<file path="config.mk">
export PLATFORM = sky130hd
export DESIGN_NAME = datapath_control_fsm
export DESIGN_NICKNAME = d
export VERILOG_FILES = /design/src/rtl/datapath_ctrl_pkg.sv /design/src/rtl/ctrl_opcode_decoder.sv /design/src/rtl/datapath_control_fsm.sv
export SDC_FILE = /design/constraint.sdc
export NUM_CORES = 1
export LEC_CHECK = 0
export CAP_MARGIN = 0
export CORE_MARGIN = 4
export CORE_UTILIZATION = 30
export DETAILED_ROUTE_END_ITERATION = 12
export HOLD_SLACK_MARGIN = 0.08
export MAX_ROUTING_LAYER = met4
export REMOVE_ABC_BUFFERS = 1
export SYNTH_ARGS = -nofsm -noshare
export SYNTH_HDL_FRONTEND = slang
export SYNTH_HIERARCHICAL = 1
export SYNTH_SLANG_ARGS = --single-unit
</file>
<file path="constraint.sdc">
create_clock -name clock -period 2.76 [get_ports clock]
set_input_delay 0.552 -clock clock [delete_from_list [all_inputs] [get_ports clock]]
set_output_delay 0.552 -clock clock [all_outputs]
set_load 0.1 [all_outputs]
</file>
<file path="src/rtl/datapath_ctrl_pkg.sv">
// ---------------------------------------------------------------------------
// datapath_ctrl_pkg
// Shared types and constants for the multi-cycle RV32I-subset control
// sequencer: FSM state encoding, instruction class, opcode/funct3 values
// and the ALU operation selector encoding.
// ---------------------------------------------------------------------------
package datapath_ctrl_pkg;

  // State encodings are visible on state_out, so they are pinned explicitly.
  typedef enum logic [2:0] {
    ST_IDLE      = 3'd0,
    ST_FETCH     = 3'd1,
    ST_DECODE    = 3'd2,
    ST_EXECUTE   = 3'd3,
    ST_MEM       = 3'd4,
    ST_WRITEBACK = 3'd5,
    ST_FAULT     = 3'd7
  } state_t;

  typedef enum logic [2:0] {
    CLS_NONE,
    CLS_R,
    CLS_I,
    CLS_LOAD,
    CLS_STORE,
    CLS_BRANCH
  } instr_class_t;

  localparam logic [6:0] OPC_RTYPE  = 7'b0110011;
  localparam logic [6:0] OPC_ITYPE  = 7'b0010011;
  localparam logic [6:0] OPC_LOAD   = 7'b0000011;
  localparam logic [6:0] OPC_STORE  = 7'b0100011;
  localparam logic [6:0] OPC_BRANCH = 7'b1100011;

  localparam logic [2:0] F3_WORD = 3'b010;
  localparam logic [2:0] F3_BEQ  = 3'b000;
  localparam logic [2:0] F3_BNE  = 3'b001;

  localparam logic [1:0] ALU_OP_ADD    = 2'b00;
  localparam logic [1:0] ALU_OP_SUB    = 2'b01;
  localparam logic [1:0] ALU_OP_RFUNCT = 2'b10;
  localparam logic [1:0] ALU_OP_IFUNCT = 2'b11;

endpackage

</file>
<file path="src/rtl/ctrl_opcode_decoder.sv">
// ---------------------------------------------------------------------------
// ctrl_opcode_decoder
// Purely combinational classifier for the supported instruction subset.
//   opcode      : instruction[6:0]
//   funct3      : instruction[14:12]
//   instr_class : R / I / LOAD / STORE / BRANCH, or NONE when unsupported
//   illegal     : high when the word is outside the supported subset
// ---------------------------------------------------------------------------
module ctrl_opcode_decoder
  import datapath_ctrl_pkg::*;
(
  input  logic [6:0]   opcode,
  input  logic [2:0]   funct3,
  output instr_class_t instr_class,
  output logic         illegal
);

  // Only word-sized loads/stores and beq/bne are implemented; every other
  // funct3 under those opcodes is treated as an unsupported instruction.
  always_comb begin
    instr_class = CLS_NONE;
    case (opcode)
      OPC_RTYPE:  instr_class = CLS_R;
      OPC_ITYPE:  instr_class = CLS_I;
      OPC_LOAD:   if (funct3 == F3_WORD) instr_class = CLS_LOAD;
      OPC_STORE:  if (funct3 == F3_WORD) instr_class = CLS_STORE;
      OPC_BRANCH: if (funct3 == F3_BEQ || funct3 == F3_BNE) instr_class = CLS_BRANCH;
      default:    instr_class = CLS_NONE;
    endcase
    illegal = (instr_class == CLS_NONE);
  end

endmodule

</file>
<file path="src/rtl/datapath_control_fsm.sv">
// ---------------------------------------------------------------------------
// datapath_control_fsm
// Multi-cycle control sequencer: IDLE -> FETCH -> DECODE -> EXECUTE ->
// [MEM] -> [WRITEBACK], with a memory-wait timeout into a sticky FAULT.
//   clock, reset_n : rising-edge clock, asynchronous active-low reset
//   start          : run enable, only looked at on instruction boundaries
//   instruction    : IR contents (stable from DECODE to end of instruction)
//   zero           : ALU zero flag, used by branches in EXECUTE
//   mem_ready      : memory completes the pending access this cycle
//   ir_write .. alu_op : datapath selectors and memory requests
//   busy, fault, state_out : status and debug
// ---------------------------------------------------------------------------
module datapath_control_fsm
  import datapath_ctrl_pkg::*;
#(
  parameter int WAIT_LIMIT = 15,
  parameter int CNT_W      = 8
) (
  input  logic        clock,
  input  logic        reset_n,
  input  logic        start,
  input  logic [31:0] instruction,
  input  logic        zero,
  input  logic        mem_ready,
  output logic        ir_write,
  output logic        pc_write,
  output logic        pc_src,
  output logic        iord,
  output logic        mem_read,
  output logic        mem_write,
  output logic        alu_src,
  output logic        mem_to_reg,
  output logic        reg_write,
  output logic [1:0]  alu_op,
  output logic        busy,
  output logic        fault,
  output logic [2:0]  state_out
);

  state_t             state, state_next;
  instr_class_t       cls_q, dec_class;
  logic               dec_illegal;
  logic [CNT_W-1:0]   wait_cnt;
  logic               timeout;
  logic               branch_take;
  logic               unused_instr_bits;

  ctrl_opcode_decoder u_decoder (
    .opcode      (instruction[6:0]),
    .funct3      (instruction[14:12]),
    .instr_class (dec_class),
    .illegal     (dec_illegal)
  );

  assign unused_instr_bits = ^{instruction[31:15], instruction[11:7]};

  // The counter value reached on the last permitted wait cycle.
  assign timeout = (wait_cnt == CNT_W'(WAIT_LIMIT - 1));

  // Only beq/bne reach EXECUTE as branches, so funct3 bit 0 alone would do,
  // but the full compare keeps the intent readable.
  assign branch_take = (instruction[14:12] == F3_BEQ) ? zero : !zero;

  assign state_out = state;

  // State register.
  always_ff @(posedge clock or negedge reset_n) begin
    if (!reset_n) state <= ST_IDLE;
    else          state <= state_next;
  end

  // Wait counter: restarts on every state change, counts stalled cycles.
  always_ff @(posedge clock or negedge reset_n) begin
    if (!reset_n)
      wait_cnt <= '0;
    else if (state_next != state)
      wait_cnt <= '0;
    else if ((state == ST_FETCH || state == ST_MEM) && !mem_ready)
      wait_cnt <= wait_cnt + 1'b1;
  end

  // Instruction class is captured once in DECODE and steers the rest.
  always_ff @(posedge clock or negedge reset_n) begin
    if (!reset_n)                cls_q <= CLS_NONE;
    else if (state == ST_DECODE) cls_q <= dec_class;
  end

  // Next-state and output decode. pc_write/pc_src in EXECUTE follow zero
  // combinationally so a branch resolves in the same cycle.
  always_comb begin
    state_next = state;
    ir_write   = 1'b0;
    pc_write   = 1'b0;
    pc_src     = 1'b0;
    iord       = 1'b0;
    mem_read   = 1'b0;
    mem_write  = 1'b0;
    alu_src    = 1'b0;
    mem_to_reg = 1'b0;
    reg_write  = 1'b0;
    alu_op     = ALU_OP_ADD;
    busy       = 1'b1;
    fault      = 1'b0;

    case (state)
      ST_IDLE: begin
        busy = 1'b0;
        if (start) state_next = ST_FETCH;
      end

      ST_FETCH: begin
        mem_read = 1'b1;
        if (mem_ready) begin
          ir_write   = 1'b1;
          pc_write   = 1'b1;
          state_next = ST_DECODE;
        end else if (timeout) begin
          state_next = ST_FAULT;
        end
      end

      ST_DECODE: begin
        state_next = dec_illegal ? ST_FAULT : ST_EXECUTE;
      end

      ST_EXECUTE: begin
        case (cls_q)
          CLS_R: begin
            alu_op     = ALU_OP_RFUNCT;
            state_next = ST_WRITEBACK;
          end
          CLS_I: begin
            alu_src    = 1'b1;
            alu_op     = ALU_OP_IFUNCT;
            state_next = ST_WRITEBACK;
          end
          CLS_LOAD, CLS_STORE: begin
            alu_src    = 1'b1;
            state_next = ST_MEM;
          end
          CLS_BRANCH: begin
            alu_op     = ALU_OP_SUB;
            pc_write   = branch_take;
            pc_src     = branch_take;
            state_next = start ? ST_FETCH : ST_IDLE;
          end
          default: state_next = ST_FAULT;
        endcase
      end

      ST_MEM: begin
        iord      = 1'b1;
        alu_src   = 1'b1;
        mem_read  = (cls_q == CLS_LOAD);
        mem_write = (cls_q == CLS_STORE);
        if (mem_ready)
          state_next = (cls_q == CLS_LOAD) ? ST_WRITEBACK
                     : (start ? ST_FETCH : ST_IDLE);
        else if (timeout)
          state_next = ST_FAULT;
      end

      ST_WRITEBACK: begin
        reg_write  = 1'b1;
        mem_to_reg = (cls_q == CLS_LOAD);
        state_next = start ? ST_FETCH : ST_IDLE;
      end

      ST_FAULT: begin
        busy  = 1'b0;
        fault = 1'b1;
      end

      default: begin
        busy       = 1'b0;
        state_next = ST_FAULT;
      end
    endcase
  end

endmodule

</file>
==> flow_summary.yaml <==
synthesis:
  yosys-top-cells-area: "dfrtp_1, xnor2_1, nor3_1"
  synth_edf_count: 0
  syn_area_mm2: 0.00124
  yosys.cell_types.count: 50
  synth_ff_type: "dfrtp_1"
  yosys.area.top_type_share: 0.282
  syn-instance-count: 150
  synthArstFlopShare: 1.00
  avgSynthCellArea_um2: 8.29
  ys_seq_area_frac: 0.282
  yosys_warnings: 6
  synth.largest_area_cell: "dfrtp_1"
  ys_ff_latch: 14
die:
  coreArea_mm2: 0.00400
  fp.dieH_um: 72.4
  initial_core_util: 0.311
  die-area_mm2: 0.00524
  row_count: 23
  ios: 53
  dieWidth_um: 72.4
setup_path:
  crit_arrival_ns: 2.08
  crit_slowest_cell: "clkdlybuf4s50_1"
  worstSetupPathType: "in -> out"
  worst-r2r-setup-slack_ns: 0.91
  reg2reg_from: "state_out[0]"
  crit_fanout: 5
  cpPeakStageDelay_ns: 0.47
  required_ns: 2.21
  start_kind: "input port"
  cp-end-kind: "output pin"
  r2r_end: "wait_cnt[4]"
  crit_chain: "clkdlybuf4s50_1 > nor3_1 > xnor2_1 > and3b_1 > or2_2 > buf_12"
  reg2reg_depth: 5
min_path:
  hold_path_class: "reg -> reg"
  min_path_cells: 2
  worstHoldEndpoint: "wait_cnt[7]"
  hp-start: "wait_cnt[7]"
sta:
  setup_slack_ns: 0.127
  worstMarginPinSlew_ns: 0.642
  finalCriticalPeriod_ns: 2.63
  tns_ns: 0
  max_freq_mhz: 380
  hold_viol_final: 0
  maxSlewHeadroom: 0.570
  finalSetupViolations: 0
  fin_crit_sh: 0.954
  whs_ns: 0.564
  rsz0062_at_grt: "no"
  skew_ns: 0.00283
  slew_violations: 0
job:
  maxCapViolCount: 0
cts:
  cts_buffer_depth: 2
  cts_setup_buffers: 0
  clock_latency_ns: 0.25
  post_cts_resized: 0
  numCtsBuffers: 3
  clock-root-buffer: "clkbuf_8"
  cts_sinks: 14
  htreeDepth: 1
  cts_tree: "done"
  path_clk_slew_ns: 0.06
  cts_hold_buffers: 0
final_layout:
  drive_above_1_share: 0.209
  finalNonFillerCells: 232
  nNetsFinal: 222
  synthToLayoutAreaGrowth_pct: 38.2
  n_antenna_cell: 0
  final_cell_area_mm2: 0.00172
  fill_cells: 391
pwr:
  p_per_area_mw_per_mm2: 1060
  irDropWorstVdd_uv: 510
  leakagePower_nw: 0.681
outcome:
  status: "finished clean"
global_routing:
  grt_max_degree: 20
  grt_usage: 0.126
  grt_pass1_vias: 1170
  grt_first_pass_wirelength_um: 5180
  grt_overflow: 0
  grt_antenna_before_repair: 0
place:
  place_inst: 228
  portBuffers: 30
  place.gp.congestion: 0.791
  dpl_cell_area_mm2: 0.00166
  hpwlAfterDp_um: 2450
  post-place-ws_ns: -0.0221
routing:
  vias: 1197
  drc: 0
  drt-initial-drc-count: 28
  wl_um: 3070
  vias_per_cell: 5.16
  wl_met1_um: 1350
  maxUsedRoutingLayer: "met4"
  routedWlPerCell_um: 13.2
  antenna_left: 0
  wl_met2_um: 1540
  dr.pass1.iters: 2
  wl_met3_um: 116
==> cell usage after synthesis (3+ instances only) <==
library cell  instances
or3_1                 3
nand3b_1              3
buf_2                 5
nor2b_1               4
xnor2_1              10
nor3_1               16
nor3_2                4
o21ai_0               3
nand2_1              10
dfrtp_1              14
nor2_1               11
inv_1                 5
a21oi_1               8
nor3b_1               3
nand2b_1              3
and3b_1               3
==> how the worst max path moves through the flow <==
stage / startpoint / to / slack, ns / cells past startpoint
after global routing: instruction[13] / pc_write / 0.02 / 6
after CTS: instruction[13] / pc_write / 0.09 / 6
after floorplan: state_out[0] / pc_write / -1.80 / 3
after detailed placement: instruction[5] / wait_cnt[0] / -0.02 / 9
after global placement: instruction[5] / wait_cnt[1] / 0.009 / 9
final: instruction[13] / pc_write / 0.13 / 6
==> logic make-up (layout without fill, tap and decap cells) <==
family	after synthesis	count (layout)	synth area share
adders and majority gates	2	2	0.0201
muxes	2	2	0.0181
AOI/OAI and AO/OA	30	30	0.172
DFF	14	14	0.282
xor gates and xnor gates	10	10	0.0704
buffers and inverters	13	45	0.0533
and+or+nand+nor	79	79	0.384
==> critical path: cells and delay by family <==
family        cells  cell delay [ns]
simple gates      3             0.81
buf+inv           2             0.64
xor+xnor          1             0.08
==> metrics by stage <==
stage          total power, mW  utilization
2_1_floorplan             1.25            -
3_3_place_gp              1.60        0.416
3_5_place_dp              1.63        0.416
4_1_cts                   1.84        0.430
5_1_grt                   1.92        0.430
6_report                  1.83        0.430
==> layout by cell type (no fill, tap or decap), drive strengths merged, types with 5 or more instances in the layout <==
master and instances:
buf 22, nor3 21, dfrtp 14, clkdlybuf4s50 14, nor2 11, xnor2 10
nand2 10, a21oi 8, inv 5
==> cell type report <==
cell class,instances,area [um^2],share of cell area
well taps,50,62.6,0.0364
repair buffers,36,405,0.236
multi-input cells,123,827,0.481
inverters,5,18.8,0.0109
clock buffers,4,55.1,0.0320
flip-flops and latches,14,350,0.204
==> registers in the layout (all words and copies together), names as in the netlist <==
name	cells
cls_q	3
state_out	3
wait_cnt	8
==> report_power, final <==
group	switching [mW]	leakage [nW]	internal, mW	total [mW]
clock network	0.0740	0.0288	0.126	0.200
logic	0.922	0.465	0.390	1.31
registers	0.0713	0.187	0.241	0.313
total	1.07	0.681	0.758	1.83
==> routing by layer <==
layer | GRT usage | vias to the layer above
met5 | - | -
met4 | 0.0492 | 0
met3 | 0.0194 | 7
met2 | 0.214 | 20
met1 | 0.150 | 559
li1 | - | 611
No activity file was read; power rests on OpenSTA's default activity.
